## src/rtl/measurement_sequencer.sv

```systemverilog
// Scheduler for the dual-slope measurement core: triggers, waits for the finish interrupt,
// captures the count and hands it out over valid/ready. Optional averaging: MEAS_AVG_EN.
module measurement_sequencer #(
    parameter int INTERVAL_W     = 16,
    parameter int TIMEOUT_CYCLES = 1048576,
    parameter int AVG_LOG2       = 2
) (
    input  logic                  clk_i,
    input  logic                  rst_n_i,
    input  logic                  enable_i,
    input  logic                  single_i,
    input  logic [INTERVAL_W-1:0] interval_i,
    output logic                  trigger_o,
    input  logic                  interrupt_i,
    output logic                  interrupt_clear_o,
    input  logic [11:0]           measurement_count_i,
    output logic [11:0]           result_o,
    output logic                  result_valid_o,
    input  logic                  result_ready_i,
    output logic                  busy_o,
    output logic                  timeout_o
);

    // state   | meaning
    // IDLE    | waiting for enable_i or a single_i request
    // TRIG    | one-cycle trigger pulse to the core
    // WAIT    | waiting for the core interrupt, timeout running
    // CAPTURE | sampling the measurement count
    // CLEAR   | holding interrupt clear until the core drops its flag
    // OUTPUT  | result offered until accepted
    // GAP     | idle interval before the next trigger

    localparam int TMO_W = (TIMEOUT_CYCLES > 1) ? $clog2(TIMEOUT_CYCLES) : 1;
    localparam logic [TMO_W-1:0] TMO_LOAD = TMO_W'(TIMEOUT_CYCLES - 1);

    if (TIMEOUT_CYCLES < 2 || AVG_LOG2 < 0) begin : g_param_check
        $error("measurement_sequencer: TIMEOUT_CYCLES must be >= 2 and AVG_LOG2 >= 0");
    end

    typedef enum logic [2:0] {
        S_IDLE,
        S_TRIG,
        S_WAIT,
        S_CAPTURE,
        S_CLEAR,
        S_OUTPUT,
        S_GAP
    } state_t;

    state_t                state;
    logic                  single_flag;
    logic [TMO_W-1:0]      tmo_cnt;
    logic [INTERVAL_W-1:0] gap_cnt;

`ifdef MEAS_AVG_EN
    localparam int ACC_W = 12 + AVG_LOG2;
    localparam int SMP_W = AVG_LOG2 + 1;
    localparam logic [SMP_W-1:0] SMP_LAST = SMP_W'(1 << AVG_LOG2);

    logic [ACC_W-1:0] acc;
    logic [SMP_W-1:0] sample_cnt;
`endif

    always_ff @(posedge clk_i or negedge rst_n_i) begin
        if (!rst_n_i) begin
            state             <= S_IDLE;
            single_flag       <= 1'b0;
            tmo_cnt           <= '0;
            gap_cnt           <= '0;
            trigger_o         <= 1'b0;
            interrupt_clear_o <= 1'b0;
            result_o          <= 12'd0;
            result_valid_o    <= 1'b0;
            busy_o            <= 1'b0;
            timeout_o         <= 1'b0;
`ifdef MEAS_AVG_EN
            acc               <= '0;
            sample_cnt        <= '0;
`endif
        end else begin
            trigger_o <= 1'b0;
            case (state)
                S_IDLE: begin
                    if (single_i) begin
                        state       <= S_TRIG;
                        single_flag <= 1'b1;
                        timeout_o   <= 1'b0;
                        trigger_o   <= 1'b1;
                        busy_o      <= 1'b1;
                    end else if (enable_i) begin
                        state     <= S_TRIG;
                        trigger_o <= 1'b1;
                        busy_o    <= 1'b1;
                    end
                end

                S_TRIG: begin
                    tmo_cnt <= TMO_LOAD;
                    state   <= S_WAIT;
                end

                S_WAIT: begin
                    if (interrupt_i) begin
                        interrupt_clear_o <= 1'b1;
                        state             <= S_CAPTURE;
                    end else if (tmo_cnt == '0) begin
                        timeout_o <= 1'b1;
                        gap_cnt   <= interval_i;
                        state     <= S_GAP;
`ifdef MEAS_AVG_EN
                        acc        <= '0;
                        sample_cnt <= '0;
`endif
                    end else begin
                        tmo_cnt <= tmo_cnt - TMO_W'(1);
                    end
                end

                S_CAPTURE: begin
                    timeout_o <= 1'b0;
`ifdef MEAS_AVG_EN
                    acc        <= acc + ACC_W'(measurement_count_i);
                    sample_cnt <= sample_cnt + SMP_W'(1);
`else
                    result_o   <= measurement_count_i;
`endif
                    state <= S_CLEAR;
                end

                S_CLEAR: begin
                    if (!interrupt_i) begin
                        interrupt_clear_o <= 1'b0;
`ifdef MEAS_AVG_EN
                        if (sample_cnt == SMP_LAST) begin
                            result_o       <= acc[ACC_W-1:AVG_LOG2];
                            acc            <= '0;
                            sample_cnt     <= '0;
                            result_valid_o <= 1'b1;
                            state          <= S_OUTPUT;
                        end else begin
                            gap_cnt <= interval_i;
                            state   <= S_GAP;
                        end
`else
                        result_valid_o <= 1'b1;
                        state          <= S_OUTPUT;
`endif
                    end
                end

                S_OUTPUT: begin
                    if (result_ready_i) begin
                        result_valid_o <= 1'b0;
                        if (single_flag) begin
                            single_flag <= 1'b0;
                            busy_o      <= 1'b0;
                            state       <= S_IDLE;
                        end else begin
                            gap_cnt <= interval_i;
                            state   <= S_GAP;
                        end
                    end
                end

                S_GAP: begin
                    // a pending single request keeps the sequencer running after a timeout
                    if (!enable_i && !single_flag) begin
                        busy_o <= 1'b0;
                        state  <= S_IDLE;
`ifdef MEAS_AVG_EN
                        acc        <= '0;
                        sample_cnt <= '0;
`endif
                    end else if (gap_cnt == '0) begin
                        trigger_o <= 1'b1;
                        state     <= S_TRIG;
                    end else begin
                        gap_cnt <= gap_cnt - INTERVAL_W'(1);
                    end
                end

                default: begin
                    busy_o <= 1'b0;
                    state  <= S_IDLE;
                end
            endcase
        end
    end

endmodule

```

## config.mk

```make
export PLATFORM = sky130hd
export DESIGN_NAME = measurement_sequencer
export DESIGN_NICKNAME = d
export VERILOG_FILES = /design/src/rtl/measurement_sequencer.sv
export SDC_FILE = /design/constraint.sdc
export NUM_CORES = 1
export LEC_CHECK = 0
export CORE_UTILIZATION = 35
export CTS_CLUSTER_DIAMETER = 60
export DETAILED_ROUTE_END_ITERATION = 8
export MAX_ROUTING_LAYER = met4
export PLACE_DENSITY = 0.57
export RECOVER_POWER = 100
export SLEW_MARGIN = 20
export SYNTH_ARGS = -nofsm -noshare
export SYNTH_HDL_FRONTEND = slang
export SYNTH_SLANG_ARGS = --single-unit
```

## constraint.sdc

```tcl
create_clock -name clk_i -period 7.38 [get_ports clk_i]
set_input_delay 2.214 -clock clk_i [delete_from_list [all_inputs] [get_ports clk_i]]
set_output_delay 2.214 -clock clk_i [all_outputs]
set_load 0.05 [all_outputs]
```

==> impl_metrics.toml <==
[sta]
fmax_ghz = 0.208
fin_tns_setup_ps = 0
tightestPinTransition_ps = 3100
relSlewSlack = -1.07
hold_ws_ps = 505
drv_slew = 58
skew_ps = 10.2
setup_viol = 0
finalCritPeriodShare = 0.651
rsz0062_at_grt = "false"
fin_crit_ps = 4810
hold_viol = 0

[synth]
synth_edf_count = 0
async_flop_share = 1.00
netlist_instances = 343
syn_avg_cell_area_um2 = 9.35
seq_area_frac_synth = 0.445
yosysMostFrequentCell = "dfrtp_1"
synth_area_um2 = 3210
synth_area_leaders = "dfrtp_1 44%, mux2_2 4.6%, o21ai_0 4.4%, a21oi_1 3.9%, a2bb2oi_1 3.0%"
yosys-top-cells-count = "57 x dfrtp_1, 28 x o21ai_0, 25 x a21oi_1"
synth_area_leader_cell = "dfrtp_1"
synth_fp_nets = 381
synth_top_area_frac = 0.445
synthFlopType = "dfrtp_1"
synth_cell_types = 54
yosysWarnings = 0
ys_ff_latch = 57

[detailed_routing]
vias_per_cell = 5.61
dr.pass1.iters = 7
route.detailed.drc = 2
final_antenna_net_count = 0
drtIter0Drc = 119
wl_per_cell_um = 15.4
wl_um = 7720
vias = 2807

[min_path]
hold_depth = 1
holdPathEnd = "result_o[5]"
holdCritPathClass = "register to register"
holdCritStartpoint = "result_o[5]"

[cts]
htree_levels = 3
worstSkewPairLatency_ps = 340
post_cts_buffers = 0
path_clk_slew_ps = 70
postCtsHoldBufs = 0
cts_buffer_depth = 2
cts_root_buffer = "clkbuf_8"
ctsResizeCount = 0
cts_tree = "built"
clock_sinks = 57
cts_buffers = 9

[global_route]
antenna_found_initial = 0
grt_pass1_vias = 2792
gr-total-overflow = 0
grt_max_degree = 58
grt_pass1_wl_um = 13500
grt_util_all_layers = 0.179

[setup_path]
arrival_ps = 5020
crit_path_max_fanout = 6
cp-end-kind = "register"
timing.rr.end = "gap_cnt[1]"
start_kind = "input pin"
critPathSlowestCell = "dlygate4sd3_1"
path_buf_inv = 1
crit_type = "input pin to register"
crit_path_max_incr_delay_ps = 630
cp_cell_sequence = "dlygate4sd3_1, or4b_1, nor4_1, o21ai_0, o21ai_0, or3b_2"
crit_family = "simple AND/OR/NAND/NOR gates"
r2r_slack_ps = 3910
reg2regPathDepth = 5
crit_top_cell = "o21ai_0"
r2r_start = "tmo_cnt[12]"
worstPathRequired_ps = 7590

[floorplan]
core_area_um2 = 8810
start_util = 0.364
rows = 34
pin_count = 51
dieArea_um2 = 9550
die_h_um = 97.7
die_w_um = 97.7

[power]
share_comb_of_total_power = 0.427
power_density_nw_per_um2 = 368
power_uw = 1450
vdd_drop_max_mv = 0.193
internal_power_uw = 810
clkPwrFrac = 0.209
switchingPower_uw = 643
seq_power_share = 0.365
leakage_uw = 0.00139
swShare = 0.443

[placement]
portBuffers = 50
gp_congestion = 0.788
hpwl_um = 5230

[layout]
area_delta_synth_final_pct = 23.1
layout.nets = 425
multi_input_area_um2 = 1640
fillCellCount = 858
regArea_um2 = 1430
antennaDiodeCount = 0
drive_gt1_frac = 0.102

[run_status]
violations = "DRC, capacitance limit, slew limit"
status = "complete, but fails checks"

[flow_run]
maxCapViolCount = 1
## cell type report
type	count	share of cell area
Clock buffer	9	0.0314
Clock inverter	7	0.0200
Inverter	9	0.00856
Multi-Input combinational cell	258	0.416
Sequential cell	57	0.361
Tap cell	108	0.0342
Timing Repair Buffer	52	0.128
## state kept, by name, summed over array words and instances, names as in the netlist, 3 cells and up
name	cells
gap_cnt	16
tmo_cnt	20
state	3
result_o	12
## power by group through the flow
| stage | combinational (uW) | clock (uW) | sequential (uW) |
|---|---|---|---|
| floorplan | 350 | 0 | 632 |
| global placement | 637 | 0 | 531 |
| detailed placement | 643 | 0 | 537 |
| CTS | 645 | 310 | 530 |
| global route | 675 | 322 | 549 |
| finish | 620 | 303 | 530 |
## worst reg2reg max path: stages (launching register included)
cell     delay, ps
dfrtp_1        420
nor4_1         570
and4_1         440
nand3_1        590
a21oi_1       1100
mux2i_1        280
## placed cells by master (no fill, tap or decap), drive strengths merged, types with 4 or more instances in the layout
| cell type | n |
|---|---|
| a21oi | 27 |
| dfrtp | 57 |
| nand3 | 19 |
| nand2 | 19 |
| mux2 | 13 |
| or3 | 6 |
| or4 | 8 |
| inv | 10 |
| clkdlybuf4s50 | 17 |
| clkbuf | 10 |
| nor3 | 12 |
| xnor2 | 5 |
| ha | 4 |
| nand4 | 5 |
| dlygate4sd3 | 32 |
| o21ai | 29 |
| xor2 | 5 |
| a2bb2oi | 11 |
| a211oi | 6 |
| nor2 | 24 |
| nor4 | 16 |
| a31oi | 7 |
## worst max-delay path by stage
stage	slack [ps]	from	end	depth (start not counted)
floorplan	3420	interrupt_i	tmo_cnt[7]	5
global placement	2760	interrupt_i	tmo_cnt[7]	6
detailed placement	2710	interrupt_i	tmo_cnt[7]	6
CTS	3060	interrupt_i	tmo_cnt[7]	6
global route	1860	rst_n_i	tmo_cnt[7]	2
finish	2570	interrupt_i	tmo_cnt[7]	6
## cell families after synthesis
kind of cell               after synthesis  share of synthesized area
and+or+nand+nor                        128                      0.219
AOI/OAI and AO/OA                      102                      0.207
muxes                                   14                     0.0488
xor gates and xnor gates                10                     0.0273
DFF                                     57                      0.445
buffers and inverters                   28                     0.0382
adders and majority gates                4                     0.0156
## routing by layer
layer / wire length [um] / global-route usage / vias up
met1: 4010 / 0.253 / 1355
met4: 114 / 0.0653 / 0
met3: 225 / 0.0258 / 10
li1: - / - / 1389
met2: 3370 / 0.262 / 53
met5: 0 / - / -
## through the flow
step | util | cells | setup slack (ps) | instance area [um2]
floorplan | - | 343 | 3420 | 3210
global placement | 0.428 | 484 | 2760 | 3760
detailed placement | 0.428 | 484 | 2710 | 3760
CTS | 0.451 | 500 | 3060 | 3970
global route | 0.448 | 500 | 1860 | 3950
finish | 0.448 | 500 | 2570 | 3950
(Power assumes the default switching activity.)
